[src/rtl/lock_ctrl_if.sv]
// lock_ctrl_if -- keypad lock handshake bundle.
//   match      : code detector level, high while the accepted sequence is held
//   entry_done : one-cycle pulse ending a code entry (match sampled with it)
//   door_open  : door sensor, 1 = open
//   unlock     : bolt release
//   alarm      : alarm indicator
//   locked_out : high while in lockout
//   fail_cnt   : consecutive wrong-entry count
// master drives the sensor/keypad side, slave is the lock controller.
interface lock_ctrl_if;
   logic       match;
   logic       entry_done;
   logic       door_open;
   logic       unlock;
   logic       alarm;
   logic       locked_out;
   logic [2:0] fail_cnt;

   modport master (
      output match, entry_done, door_open,
      input  unlock, alarm, locked_out, fail_cnt
   );

   modport slave (
      input  match, entry_done, door_open,
      output unlock, alarm, locked_out, fail_cnt
   );
endinterface

[src/rtl/lock_ctrl.sv]
// lock_ctrl -- door lock controller with wrong-entry lockout and forced-entry
// alarm. All outputs are registered; every input takes effect on the output
// one cycle after it is sampled.
// Ports:
//   clk  : clock, rising edge
//   rstn : synchronous active-low reset
//   bus  : lock_ctrl_if.slave (match, entry_done, door_open in;
//          unlock, alarm, locked_out, fail_cnt out)
module lock_ctrl #(
   parameter int UNLOCK_CYCLES  = 16,
   parameter int MAX_FAILS      = 3,
   parameter int LOCKOUT_CYCLES = 64
) (
   input  logic        clk,
   input  logic        rstn,
   lock_ctrl_if.slave  bus
);

   // Timer only ever holds a load value of (cycles - 1), so clog2 of the
   // larger duration is enough bits.
   localparam int TMAX = (UNLOCK_CYCLES > LOCKOUT_CYCLES) ? UNLOCK_CYCLES : LOCKOUT_CYCLES;
   localparam int TW   = (TMAX > 1) ? $clog2(TMAX) : 1;

   localparam logic [TW-1:0] UNLOCK_LOAD  = TW'(UNLOCK_CYCLES - 1);
   localparam logic [TW-1:0] LOCKOUT_LOAD = TW'(LOCKOUT_CYCLES - 1);
   localparam logic [2:0]    MAX_F        = 3'(MAX_FAILS);

   typedef enum logic [1:0] {
      LOCKED    = 2'd0,
      UNLOCKED  = 2'd1,
      DOOR_OPEN = 2'd2,
      LOCKOUT   = 2'd3
   } state_t;

   state_t        state_q, state_d;
   logic [TW-1:0] timer_q, timer_d;
   logic          unlock_q, unlock_d;
   logic          alarm_q, alarm_d;
   logic          locked_out_q, locked_out_d;
   logic [2:0]    fail_q, fail_d;
   logic [2:0]    fail_inc_s;

   // fail_cnt is always below MAX_FAILS while LOCKED, so this cannot wrap.
   assign fail_inc_s = fail_q + 3'd1;

   // Next-state and next-output logic.
   always_comb begin
      state_d      = state_q;
      timer_d      = timer_q;
      unlock_d     = unlock_q;
      alarm_d      = alarm_q;
      locked_out_d = locked_out_q;
      fail_d       = fail_q;
      case (state_q)
         LOCKED: begin
            if (bus.entry_done && bus.match) begin
               state_d  = UNLOCKED;
               unlock_d = 1'b1;
               fail_d   = 3'd0;
               alarm_d  = 1'b0;
               timer_d  = UNLOCK_LOAD;
            end else begin
               // Forced entry: alarm latches until a correct entry or reset.
               if (bus.door_open) begin
                  alarm_d = 1'b1;
               end else begin
                  alarm_d = alarm_q;
               end
               if (bus.entry_done) begin
                  if (fail_inc_s == MAX_F) begin
                     state_d      = LOCKOUT;
                     locked_out_d = 1'b1;
                     alarm_d      = 1'b1;
                     fail_d       = MAX_F;
                     timer_d      = LOCKOUT_LOAD;
                  end else begin
                     fail_d = fail_inc_s;
                  end
               end else begin
                  fail_d = fail_q;
               end
            end
         end
         UNLOCKED: begin
            // Door opening wins over expiry and freezes the timer.
            if (bus.door_open) begin
               state_d = DOOR_OPEN;
            end else if (timer_q == '0) begin
               state_d  = LOCKED;
               unlock_d = 1'b0;
            end else begin
               timer_d = timer_q - 1'b1;
            end
         end
         DOOR_OPEN: begin
            // Relock as soon as the door closes; no remaining time is honoured.
            if (!bus.door_open) begin
               state_d  = LOCKED;
               unlock_d = 1'b0;
            end else begin
               unlock_d = 1'b1;
            end
         end
         LOCKOUT: begin
            if (timer_q == '0) begin
               state_d      = LOCKED;
               locked_out_d = 1'b0;
               alarm_d      = 1'b0;
               fail_d       = 3'd0;
            end else begin
               timer_d = timer_q - 1'b1;
            end
         end
         default: begin
            state_d      = LOCKED;
            timer_d      = '0;
            unlock_d     = 1'b0;
            alarm_d      = 1'b0;
            locked_out_d = 1'b0;
            fail_d       = 3'd0;
         end
      endcase
   end

   // State and output registers with synchronous active-low reset.
   always_ff @(posedge clk) begin
      if (!rstn) begin
         state_q      <= LOCKED;
         timer_q      <= '0;
         unlock_q     <= 1'b0;
         alarm_q      <= 1'b0;
         locked_out_q <= 1'b0;
         fail_q       <= 3'd0;
      end else begin
         state_q      <= state_d;
         timer_q      <= timer_d;
         unlock_q     <= unlock_d;
         alarm_q      <= alarm_d;
         locked_out_q <= locked_out_d;
         fail_q       <= fail_d;
      end
   end

   assign bus.unlock     = unlock_q;
   assign bus.alarm      = alarm_q;
   assign bus.locked_out = locked_out_q;
   assign bus.fail_cnt   = fail_q;

endmodule

[src/flat_wrapper.sv]
// flat-port wrapper written by rule: the top's interface ports become plain ports
module lock_ctrl_flat 
#(
   parameter int UNLOCK_CYCLES  = 16,
   parameter int MAX_FAILS      = 3,
   parameter int LOCKOUT_CYCLES = 64
)
  (clk, rstn, bus_match, bus_entry_done, bus_door_open, bus_unlock, bus_alarm, bus_locked_out, bus_fail_cnt);
  lock_ctrl_if bus_i ();
  input  logic clk;
  input  logic rstn;
  input wire logic [$bits(bus_i.match)-1:0] bus_match;
  input wire logic [$bits(bus_i.entry_done)-1:0] bus_entry_done;
  input wire logic [$bits(bus_i.door_open)-1:0] bus_door_open;
  output wire logic [$bits(bus_i.unlock)-1:0] bus_unlock;
  output wire logic [$bits(bus_i.alarm)-1:0] bus_alarm;
  output wire logic [$bits(bus_i.locked_out)-1:0] bus_locked_out;
  output wire logic [$bits(bus_i.fail_cnt)-1:0] bus_fail_cnt;
  assign bus_i.match = bus_match;
  assign bus_i.entry_done = bus_entry_done;
  assign bus_i.door_open = bus_door_open;
  assign bus_unlock = bus_i.unlock;
  assign bus_alarm = bus_i.alarm;
  assign bus_locked_out = bus_i.locked_out;
  assign bus_fail_cnt = bus_i.fail_cnt;
  lock_ctrl #(.UNLOCK_CYCLES(UNLOCK_CYCLES), .MAX_FAILS(MAX_FAILS), .LOCKOUT_CYCLES(LOCKOUT_CYCLES)) u_core (.clk(clk), .rstn(rstn), .bus(bus_i));
endmodule
[config.mk]
export PLATFORM = sky130hd
export DESIGN_NAME = lock_ctrl_flat
export DESIGN_NICKNAME = d
export VERILOG_FILES = /design/src/rtl/lock_ctrl_if.sv /design/src/rtl/lock_ctrl.sv /design/src/flat_wrapper.sv
export SDC_FILE = /design/constraint.sdc
export NUM_CORES = 1
export LEC_CHECK = 0
export CORE_UTILIZATION = 49
export DETAILED_ROUTE_END_ITERATION = 10
export HOLD_SLACK_MARGIN = 0.02
export PLACE_DENSITY_LB_ADDON = 0.15
export SETUP_SLACK_MARGIN = 0.1
export SYNTH_ARGS = -nofsm -noshare
export SYNTH_HDL_FRONTEND = slang
export SYNTH_SLANG_ARGS = --single-unit
[constraint.sdc]
create_clock -name clk -period 1.8 [get_ports clk]
set_input_delay 0.45 -clock clk [delete_from_list [all_inputs] [get_ports clk]]
set_output_delay 0.45 -clock clk [all_outputs]
set_load 0.01 [all_outputs]
==> qor.csv <==
metric;value;unit
period_share;96.07;%
layout_setup_ws;70.68;ps
row_count;15;
grt_pass1_wl;4133;um
synth_area_leaders;dfxtp_1 28%, ha_1 14%, a21oi_1 5.1%, nor2_1 4.2%, a211oi_1 3.8%;
cts_tree;done;
cp.arrival;1930;ps
diodes;0;
syn_nets;136;
cp.required;2000;ps
drv_cap;0;
netlist_instances;120;
gp_congestion;0.9086;
htree_levels;1;
yosys.area.top_type;dfxtp_1;
grt_pass1_vias;942;
finalWirelength;2946;um
hold_ws;525.5;ps
rsz0062_at_grt;true;
drt-pass1-iter-count;6;
finalHoldViolations;0;
fin_area;0.001509;sq mm
worstSetupStartpointType;register;
die-area;0.002198;sq mm
combinationalPowerShare;71.7;%
path_cells;inv_2, ha_2, nor2b_4, buf_6, o2111ai_4, or4_4, a21oi_2;
relSlewSlack;64.66;%
yosys_warnings;0;
placed_area;0.001292;sq mm
clockPowerShare;7.7;%
clkTransAtPathRegs;90;ps
p_sw_share;44.27;%
root_buffer;clkbuf_4;
grt_start_max_net_pins;12;
p_per_area;2013;mW/mm^2
critPathBufInv;2;
place_inst;175;
clk-insertion-delay-late;280;ps
synth_edf_count;0;
antenna_found_initial;0;
yosysMostFrequentCell;dfxtp_1;
crit_fanout;5;
intPower;1.693;mW
synth_top_cell_area_share;28.39;%
multi_input_comb_area;787.0;sq um
critical-path-max-stage-delay;510;ps
coreArea;0.001802;sq mm
avgSynthCellArea;8.227;sq um
cts_buffers;3;
start_util;54.79;%
worst_path_max_delay_cell;or4_4;
vias;1086;
outcome;completed;
synth.distinct_cells;34;
post_drt_via_cell_ratio;5.902;
seqCellArea;290.3;sq um
fin_cells;184;
p_leak;0.6191;nW
fin_skew;5.085;ps
dpl.hpwl;1734;um
drt-wirelength-per-cell;16.01;um
chipHeight;46.89;um
p_seq_share;20.6;%
p_sw;1.345;mW
min_period;1729;ps
worst_pin_slew;529.5;ps
final_antenna_net_count;0;
cts_sinks;14;
power;3.038;mW
drt-initial-drc-count;45;
syn_to_final_growth;52.85;%
ys_top_cells_by_count;14 x dfxtp_1, 11 x ha_1, 11 x nor2_1, 10 x a21oi_1, 9 x inv_1;
numPortBuffers;10;
async_flop_share;0;%
ir_drop;0.001290;V
synth-seq-area-share;28.39;%
overflow;0;
hold_class;register to register;
fin_nets;176;
path_class;register to register;
cts_hold_buf;0;
drive_gt1_share;45.91;%
setup_viol;0;
drc;0;
die_w;46.89;um
ys_seq_elements;14;
crit_family;simple AND/OR/NAND/NOR gates;
ios;11;
cts.path.max_buffers;2;
netlist_area;987.2;sq um
grtUsageTotal;25.65;%
pre_cts_ws;-275.6;ps
clock.fmax;578.3;MHz
end_kind;register;
drv_slew;0;
fillers;109;
synthFlopType;dfxtp_1;
-- layer usage --
metal | part of all wire [%] | global-route usage (%) | routed length [um] | vias up
met4 | 2.0 | 5.714 | 60 | 0
met3 | 4.3 | 3.846 | 128 | 11
met5 | 0 | 0 | 0 | -
met1 | 44 | 34.72 | 1296 | 528
met2 | 50 | 43.06 | 1460 | 34
li1 | - | - | - | 513
-- cell families (layout without fill, tap and decap cells) --
family,Yosys count,count (layout),share of synthesized area [%]
XOR/XNOR,1,1,0.8874
AND/OR/NAND/NOR,41,41,21.42
multiplexers,1,1,1.014
buffers and inverters,13,52,5.703
AO/OA/AOI/OAI,39,39,28.64
adder cells (fa/ha/maj),11,11,13.94
flip-flops,14,14,28.39
-- final timing paths --
check / from / endpoint / slack (ps) / depth (start not counted)
worst max-delay path: u_core.timer_q[0] / u_core.bus.fail_cnt[2] / 70 / 7
worst min-delay path: u_core.bus.locked_out / u_core.bus.locked_out / 530 / 2
worst min register to register: u_core.bus.locked_out / u_core.bus.locked_out / 530 / 2
worst max register to register: u_core.timer_q[0] / u_core.bus.fail_cnt[2] / 70 / 7
-- metrics by stage --
stage               TNS (ps)  utilization [%]
global route               0            83.75
global placement       -1630            71.74
floorplan                  0                -
detailed placement     -2289            71.74
finish                     0            83.75
CTS                        0            78.75
-- worst reg2reg max path, stage by stage, from the launching register on --
cell	delay, ps
dfxtp_2	330
inv_2	50
ha_2	150
nor2b_4	220
buf_6	130
o2111ai_4	120
or4_4	510
a21oi_2	140
-- registers in the layout, summed over array words and instances, names as in the netlist --
signal,flops
u_core.bus.locked_out,1
u_core.state_q,2
u_core.timer_q,6
u_core.bus.alarm,1
u_core.bus.fail_cnt,3
u_core.bus.unlock,1
-- power groups by stage --
stage	clock network, mW	logic [mW]	registers [mW]
finish	0.233	2.18	0.626
floorplan	0	0.980	0.594
detailed placement	0	1.63	0.586
global route	0.249	2.32	0.641
global placement	0	1.60	0.580
CTS	0.232	1.87	0.599
-- cell usage in the layout (no fill, tap or decap), types with 5 or more instances in the layout --
cell type        instances
a21oi_1                  6
buf_4                   25
clkdlybuf4s50_1          8
dfxtp_1                  8
dfxtp_2                  5
ha_1                     8
inv_2                    5
nand2_1                  7
nand3_1                  5
nor2_1                  11
nor3_1                   5
-- timing repair --
| action | CTS | global route |
|---|---|---|
| resized for setup | 22 | 20 |
| hold endpoints to repair | 0 | 0 |
| endpoints found under the setup margin | 12 | 10 |
| setup buffers | 3 | 2 |
| pin swaps | 4 | 7 |
-- layout make-up --
type	count	share of cell area [%]
Multi-Input combinational cell	93	52.16
Timing Repair Buffer	39	21.89
Sequential cell	14	19.24
Clock buffer	4	2.405
Inverter	9	2.239
Tap cell	25	2.073
No activity file was read; power rests on OpenSTA's default activity.
